`config.mk`:
```
export PLATFORM = sky130hd
export DESIGN_NAME = serial_sub_ctrl
export DESIGN_NICKNAME = d
export VERILOG_FILES = /design/src/rtl/serial_sub_ctrl.sv
export SDC_FILE = /design/constraint.sdc
export NUM_CORES = 1
export LEC_CHECK = 0
export ABC_AREA = 0
export CORE_MARGIN = 1.5
export CORE_UTILIZATION = 32
export DETAILED_ROUTE_END_ITERATION = 8
export HOLD_SLACK_MARGIN = 0.03
export PLACE_DENSITY_LB_ADDON = 0.08
export SYNTH_ARGS = -nofsm -noshare
export SYNTH_HDL_FRONTEND = slang
export SYNTH_SLANG_ARGS = --single-unit
```
`constraint.sdc`:
```
create_clock -name clk -period 2.55 [get_ports clk]
set_input_delay 0.51 -clock clk [delete_from_list [all_inputs] [get_ports clk]]
set_output_delay 0.51 -clock clk [all_outputs]
set_load 0.05 [all_outputs]
```
`src/rtl/serial_sub_ctrl.sv`:
```
// rtl/serial_sub_ctrl.sv - bit-serial subtractor sequencer: one full-subtractor slice, LSB first
module serial_sub_ctrl #(
  parameter int WIDTH = 8
) (
  input  logic             clk,
  input  logic             rst,
  input  logic             start,
  input  logic [WIDTH-1:0] A,
  input  logic [WIDTH-1:0] B,
  input  logic             Bin,
  output logic             busy,
  output logic             done,
  output logic [WIDTH-1:0] D,
  output logic             Bout,
  output logic             zero
);

  localparam int CW = $clog2(WIDTH);
  localparam logic [CW-1:0] LAST = CW'(WIDTH - 1);

  typedef enum logic [1:0] {
    IDLE,
    SHIFT,
    DONE_S
  } state_t;

  state_t           state;
  logic [WIDTH-1:0] op_a;
  logic [WIDTH-1:0] op_b;
  logic             borrow;
  logic [CW-1:0]    cnt;

  logic bit_d;
  logic borrow_nxt;

  // One-bit full-subtractor slice on the current LSBs and the held borrow
  always_comb begin
    bit_d      = op_a[0] ^ op_b[0] ^ borrow;
    borrow_nxt = (~op_a[0] & (op_b[0] | borrow)) | (op_b[0] & borrow);
  end

  // Zero flag looks only at the registered difference
  assign zero = (D == '0);

  // Sequencer: capture on start, one bit per cycle, single-cycle done pulse
  always_ff @(posedge clk or posedge rst) begin
    if (rst) begin
      state  <= IDLE;
      op_a   <= '0;
      op_b   <= '0;
      borrow <= 1'b0;
      cnt    <= '0;
      D      <= '0;
      Bout   <= 1'b0;
      busy   <= 1'b0;
      done   <= 1'b0;
    end else begin
      case (state)
        IDLE: begin
          busy <= 1'b0;
          done <= 1'b0;
          if (start) begin
            op_a   <= A;
            op_b   <= B;
            borrow <= Bin;
            cnt    <= '0;
            D      <= '0;
            Bout   <= 1'b0;
            busy   <= 1'b1;
            state  <= SHIFT;
          end
        end
        SHIFT: begin
          D      <= {bit_d, D[WIDTH-1:1]};
          op_a   <= op_a >> 1;
          op_b   <= op_b >> 1;
          borrow <= borrow_nxt;
          if (cnt == LAST) begin
            // Counter parks at zero instead of wrapping past the last bit
            cnt   <= '0;
            Bout  <= borrow_nxt;
            busy  <= 1'b0;
            done  <= 1'b1;
            state <= DONE_S;
          end else begin
            cnt <= cnt + 1'b1;
          end
        end
        DONE_S: begin
          done  <= 1'b0;
          busy  <= 1'b0;
          state <= IDLE;
        end
        default: begin
          busy  <= 1'b0;
          done  <= 1'b0;
          state <= IDLE;
        end
      endcase
    end
  end

endmodule

```
# After elaboration in Yosys (flattened, before gate mapping)
# Index checks and enable logic that the tools add are counted.
[totals]
regBits = 33
inputBits = 20
wordCells = 49
[op_classes]
n_addsub = 1
eq_ne = 4
muxes = 22
n_bitwise = 7
reduce_logical = 6
[ops]
columns = ["op", "count"]
rows = [
  ["$pmux W8 S2", 3],
  ["$mux W8", 3],
  ["$logic_not A8 Y1", 1],
  ["$mux W1", 7],
  ["$mux W3", 2],
  ["$pmux W1 S2", 3],
  ["$pmux W3 S2", 1],
  ["$mux W2", 2],
  ["$ne A2 B2 Y1 const B", 2],
  ["$pmux W2 S2", 1],
  ["$reduce_and A2 Y1", 2],
  ["$add A3 B1 Y3 const B", 1],
  ["$eq A3 B3 Y1 const B", 1],
  ["$reduce_and A3 Y1", 1],
  ["$and A1 B1 Y1", 2],
  ["$eq A2 B1 Y1 const B", 1],
  ["$logic_not A2 Y1", 1],
  ["$or A1 B1 Y1", 2],
  ["$reduce_bool A2 Y1", 1],
  ["$xor A1 B1 Y1", 2],
  ["$not A1 Y1", 1],
]

# Logic depth before layout (Yosys ltp)
# Gate-level depths: netlist (run 1).
[depth]
ltp_word = 5
depth_mapped = 6
mapped_depth_nobuf = 5

# Worst setup path after synthesis (run 1)
# No wires, ideal clock.
[synth_path]
kind = "register to output"
start = "register D[3]"
end = "output zero"
arrival_ps = 1950
required_ps = 2040
path_slack_ps = 90
stages_incl_launch_ff = 3
cell_sequence = "dfrtp_1 > or4_2 > nor2_1"
[synth_via]
elab_chain_len = 1
[synth_lines]
columns = ["item", "line", "rtl"]
rows = [
  ["start: declaration", "13", "output logic [WIDTH-1:0] D,"],
  ["start signal: assignment", "74", "D <= {bit_d, D[WIDTH-1:1]};"],
  ["$logic_not A8 Y1", "43", "assign zero = (D == '0);"],
  ["end: declaration", "15", "output logic zero"],
]
# Every way passes these cells.

# Worst setup path after layout (run 1)
# Same ends and word-level chain as after synthesis.

==> metrics.md, run 1 <==
| Metric | Value |
|---|---|
| Clock tree from TritonCTS | yes |
| Synth area leader | dfrtp_1 |
| Crit path largest cell delay | 670 ps |
| FFs w/ async S/R, synth | 100% |
| Vias in the first global route | 1197 |
| Mux contribution to synthesized area | 0% |
| CP top delay family | simple AND/OR/NAND/NOR gates |
| Final hold viol count | 0 |
| Clock Path Buffers | 2 |
| Drt total wl | 3660 um |
| Hold crit path type | flop to flop |
| Die extent in x | 72.5 um |
| Adder-cell area share of the yosys netlist | 2.91% |
| Worst-skew pair later-pin latency | 290 ps |
| DR vias/cell | 5.22 |
| DRT iter0 DRCs | 46 |
| Final #Nets | 196 |
| Clk slew on worst S/H paths | 80 ps |
| Slew headroom | 55.0% |
| Setup Buffers After CTS | 0 |
| Yosys top cell area share | 53.4% |
| # IOs | 32 |
| PwrDens | 1290 mW/mm^2 |
| Detailed Place HPWL | 2540 um |
| H-tree depth | 2 |
| Signal arrival time at the worst endpoint | 1740 ps |
| GRT Total Usage | 15.5% |
| Max cap viols | 0 |
| DR WL/cell | 16.0 um |
| Initial DRT Pass Iterations | 4 |
| GP Congestion | 0.743 |
| Multi-input gate area | 616 sq um |
| Crit path buffers/inverters | 1 |
| Fillers | 440 |
| Syn Area/Cell | 11.2 sq um |
| Slowest-stage cell, CP | or4_2 |
| Leak Pwr | 0.000848 uW |
| Synth Register Bits | 33 |
| Max IR drop VDD | 0.388 mV |
| Slew Limit Fails | 0 |
| Setup_tns | 0 ps |
| FF+latch area | 826 sq um |
| Worst hold slack | 496 ps |
| Main flop type after synthesis | dfrtp_1 |
| WS Path Type | flop to output port |
| Initial Util | 33.0% |
| Tcrit/Tclk final | 88.3% |
| Largest family of logic cells by synthesized area | compound AO/OA/AOI/OAI gates |
| Die area | 0.00526 sq mm |
| Core footprint | 0.00469 sq mm |
| Sink Count | 33 |
| Number of diodes | 0 |
| Crit start category | flop |
| Via count | 1191 |
| Antenna Nets Post-Route | 0 |
| Setup Skew | 8.49 ps |
| Die height | 72.5 um |
| Synth cell types | 33 |
| Setup-failing EPs final | 0 |
| Post-CTS sizing | 0 |
| Area growth, synth to finish | 29.0% |
| Top cells by area, synth | dfrtp_1 53%, a22o_1 4.5%, nor2b_1 3.2% |
| Num CTS Buffers | 5 |
| EDFF count, synth | 0 |
| WP data required | 2040 ps |
| Global-route wire length before repair | 6070 um |
| DRC violation count after routing | 0 |
| Register area share after synthesis | 53.4% |
| RSZ-0062 raised after global routing | false |
| CP Cell Sequence | or4_2, nor2_1, buf_12 |
| Clock root buffer | clkbuf_8 |
| Syn nets | 161 |
| Synth Warn # | 0 |
| Global route overflow | 0 |
| Status | finished clean |
| Gate Count Post-Synth | 138 |
| Std cell rows | 25 |
| CP Max Fanout | 4 |
| CP endpoint kind | output port |
| Compound-cell area share of the yosys netlist | 21.0% |
| Hold Buf Count CTS | 0 |
| Post-Syn Area | 0.00155 sq mm |
| Pin count of the biggest net entering global routing | 21 |
| Worst-Margin Slew | 672 ps |
| Initial antenna violation count | 0 |
| Synth Area in Simple Gates | 15.9% |
| Share of cells above drive strength 1 | 12.6% |
| PortBufs | 31 |
| Top-count cell post-synth | dfrtp_1 |
| Max Freq | 444 MHz |
| Xor/xnor share of the synthesized area | 0% |
| Post-route minimum period | 2250 ps |
-- registers in the layout, summed over array words and instances (netlist names) --
| name | count |
|---|---|
| D | 8 |
| cnt | 3 |
| busy | 1 |
| state | 2 |
| op_a | 8 |
| borrow | 1 |
| done | 1 |
| Bout | 1 |
| op_b | 8 |
-- tightest hold or removal path, delay by kind of cell (launching register included) --
kind | cells | cell delay (ps)
and+or+nand+nor | 2 | 110
DFF | 1 | 350
-- final cells by class --
type	instances	area share, %
clock buffers	5	3.45
inverters	9	1.69
repair buffers	37	18.3
clock inverters	3	0.878
flip-flops and latches	33	41.4
well taps	54	3.39
multi-input cells	87	30.9
-- routing by layer --
metal	track usage [%]	wire length [um]	share of wire, %
met1	20.4	1720	47
met2	24.1	1750	48
met3	4.17	122	3.3
met4	6.92	67	1.8
met5	0	0	0
-- where the power goes --
| part | switching (uW) | leakage (uW) | internal [uW] |
|---|---|---|---|
| sequential | 148 | 0.000406 | 757 |
| combinational | 732 | 0.000399 | 544 |
| clock | 208 | 0.0000439 | 188 |
| total | 1090 | 0.000848 | 1490 |
-- path summary, 6_finish.rpt --
check                               end  depth (start not counted)  slack [ps]      from
worst min-delay path               done                          2         500      done
worst max register to register  op_b[2]                          4         990  state[0]
min in group asynchronous       op_a[2]                          2         540       rst
max in group asynchronous        cnt[2]                          3        1470       rst
worst min register to register     done                          2         500      done
worst max-delay path               zero                          3         300      D[3]
-- cell usage in the layout (no fill, tap or decap), types with 2 or more instances in the layout --
| cell type | count |
|---|---|
| nand2_1 | 7 |
| inv_1 | 8 |
| a221oi_1 | 5 |
| o21ai_0 | 3 |
| clkbuf_8 | 5 |
| ha_1 | 2 |
| clkinv_2 | 2 |
| nand2b_1 | 4 |
| o22a_1 | 5 |
| buf_4 | 6 |
| a21oi_1 | 7 |
| nor3b_1 | 5 |
| a22o_2 | 2 |
| clkdlybuf4s50_1 | 30 |
| nor3_1 | 8 |
| nand3b_1 | 2 |
| a22o_1 | 8 |
| nor2_1 | 8 |
| nor2b_1 | 8 |
| dfrtp_1 | 33 |
-- metrics by stage --
step	power (uW)	setup WS, ps	std cells	util (%)	instance area (sq um)
finish	2580	299	228	42.5	1990
global placement	2170	573	220	40.7	1910
CTS	2600	288	228	42.5	1990
global route	2750	251	228	42.5	1990
detailed placement	2200	557	220	40.7	1910
floorplan	1820	89.6	138	-	1550
-- logic make-up after synthesis --
family | count (synthesis)
AO/OA/AOI/OAI | 39
adder cells (fa/ha/maj) | 3
flip-flops | 33
AND/OR/NAND/NOR | 45
buffers and inverters | 18
No activity file was read; power rests on OpenSTA's default activity.
==> run 2, diff against run 1 <==
--- a/config.mk
+++ b/config.mk
@@ -9,6 +9,7 @@
 export CORE_MARGIN = 1.5
 export CORE_UTILIZATION = 32
 export DETAILED_ROUTE_END_ITERATION = 8
+export DONT_BUFFER_PORTS = 1
 export HOLD_SLACK_MARGIN = 0.03
 export PLACE_DENSITY_LB_ADDON = 0.08
 export SYNTH_ARGS = -nofsm -noshare
==> constraint.sdc (replaced) <==
create_clock -name clk -period 2.55 [get_ports clk]
set_input_delay 0.51 -clock clk [delete_from_list [all_inputs] [get_ports clk]]
set_output_delay 0.51 -clock clk [all_outputs]
set_load 0.1 [all_outputs]
==> run 2 against run 1 <==
Compared with the run above:
- via count down 5.5%
- critical path depth unchanged
- cell count down 9.6%
- critical path type unchanged
==> metrics.md, run 2 (synthesis gave the netlist of run 1 again) <==
| Metric | Value |
|---|---|
| Status | finished clean |
| Finished Cell Area | 0.00178 sq mm (-11%) |
| Most frequent cells in the layout | 32 x dfrtp_1, 14 x buf_4 |
| Global-route wire length before repair | 5930 um (-2.2%) |
| CP endpoint kind | output port |
| Clock tree from TritonCTS | yes |
| Num CTS Buffers | 5 (unchanged) |
| Post-CTS sizing | 0 (unchanged) |
| Slowest-stage cell, CP | or4_2 |
| Die area | 0.00526 sq mm (unchanged) |
| Critical R2R Launch | state[0] |
| Post-route minimum period | 2190 ps (-57.0 ps) |
| Final hold viol count | 0 (unchanged) |
| Via count | 1125 (-5.5%) |
| Initial DRT Pass Iterations | 4 (unchanged) |
| Area growth, synth to finish | 15.0% |
| Final #Nets | 174 (-11%) |
| Clock root buffer | clkbuf_8 |
| Std cell rows | 25 (unchanged) |
| Hold Buf Count CTS | 0 (unchanged) |
| DR WL/cell | 17.1 um (+6.4%) |
| Detailed Place HPWL | 2440 um (-4.1%) |
| Number of diodes | 0 (unchanged) |
| Commonest non-fill, non-tap cell in the layout | dfrtp_1 |
| GRT Total Usage | 14.9% (-0.62 points) |
| Setup-failing EPs final | 0 (unchanged) |
| WS Path Type | flop to output port |
| CP Cell Sequence | or4_2, nor2_4, buf_12 |
| GP Congestion | 0.686 (-7.6%) |
| CP Launch Point | D[3] |
| Crit start category | flop |
| # IOs | 32 (unchanged) |
| Slew headroom | 38.9% (-16 points) |
| Worst hold slack | 142 ps (-354 ps) |
| Share of cells above drive strength 1 | 21.1% (+8.4 points) |
| PortBufs | 0 (-100%) |
| DRC violation count after routing | 0 (unchanged) |
| Sink Count | 33 (unchanged) |
| Clk slew on worst S/H paths | 70 ps (about the same) |
| Initial Util | 33.0% (unchanged) |
| Top flop regs | D x8, op_a x8, op_b x8 |
| Vias in the first global route | 1182 (-1.3%) |
| Clock Path Buffers | 2 (unchanged) |
| Hold crit path type | input pin to asynchronous set/reset pin |
| Slew Limit Fails | 0 (unchanged) |
| Setup Skew | 4.64 ps (-3.85 ps) |
| Initial antenna violation count | 0 (unchanged) |
| CP Max Fanout | 2 (-2) |
| Pin count of the biggest net entering global routing | 21 (unchanged) |
| Worst-skew pair later-pin latency | 280 ps (about the same) |
| WP data required | 2040 ps (about the same) |
| Global route overflow | 0 (unchanged) |
| Antenna Nets Post-Route | 0 (unchanged) |
| Max cap viols | 0 (unchanged) |
| Die extent in x | 72.5 um (unchanged) |
| Max Freq | 456 MHz (+2.6%) |
| DR vias/cell | 5.46 (+4.5%) |
| H-tree depth | 2 (unchanged) |
| DP Area | 0.00168 sq mm (-12%) |
| DRT iter0 DRCs | 54 (+17%) |
| Core footprint | 0.00469 sq mm (unchanged) |
| Drt total wl | 3520 um (-3.8%) |
| RSZ-0062 raised after global routing | false |
| Setup Buffers After CTS | 0 (unchanged) |
| Tcrit/Tclk final | 86.0% (-2.2 points) |
| Die height | 72.5 um (unchanged) |
| Crit path largest cell delay | 700 ps (+30 ps) |
| Signal arrival time at the worst endpoint | 1680 ps (-60 ps) |
| Setup_tns | 0 ps (unchanged) |
| Worst-Margin Slew | 917 ps (+245 ps) |
[run 2: worst paths after layout]
kind | end | slack [ps] | cells after the start
worst max-delay path | zero | 360 | 3
worst min-delay path | D[0] | 140 | 1
worst max register to register | op_a[6] | 1010 | 3
worst min register to register | cnt[0] | 490 | 1
max in group asynchronous | op_b[5] | 1740 | 2
min in group clk | op_a[7] | 380 | 2
[run 2: final cells by class]
type	instances	area [sq um]
clock buffers	7	96.3
clock inverters	1	5.00
fillers	478	2910
inverters	9	33.8
multi-input cells	87	623
flip-flops and latches	33	827
well taps	54	67.6
repair buffers	15	125
[run 2: critical path, delay by kind of cell (launching register included)]
family        cells  cell delay, ps
buf+inv           1             180
flops             1             400
simple gates      2             830
[run 2: layer usage]
metal  GRT usage (%)  share of wire, %  vias to the layer above
met2            23.2                50                       30
met3            5.28               5.4                        6
met5               0                 0                        -
met1            19.1                43                      561
met4            5.66               1.5                        0
li1                -                 -                      528
[run 2: per-stage QoR]
step	setup slack, ps	utilization [%]	std cells
floorplan	3.53	-	138
CTS	338	37.9	206
finish	356	37.9	206
global route	289	37.9	206
global placement	669	35.7	198
detailed placement	658	35.7	198
Power of run 2 is left out: the tool's default activity adds up to more than one toggle a clock period on the data nets, which glitch-free logic cannot reach.
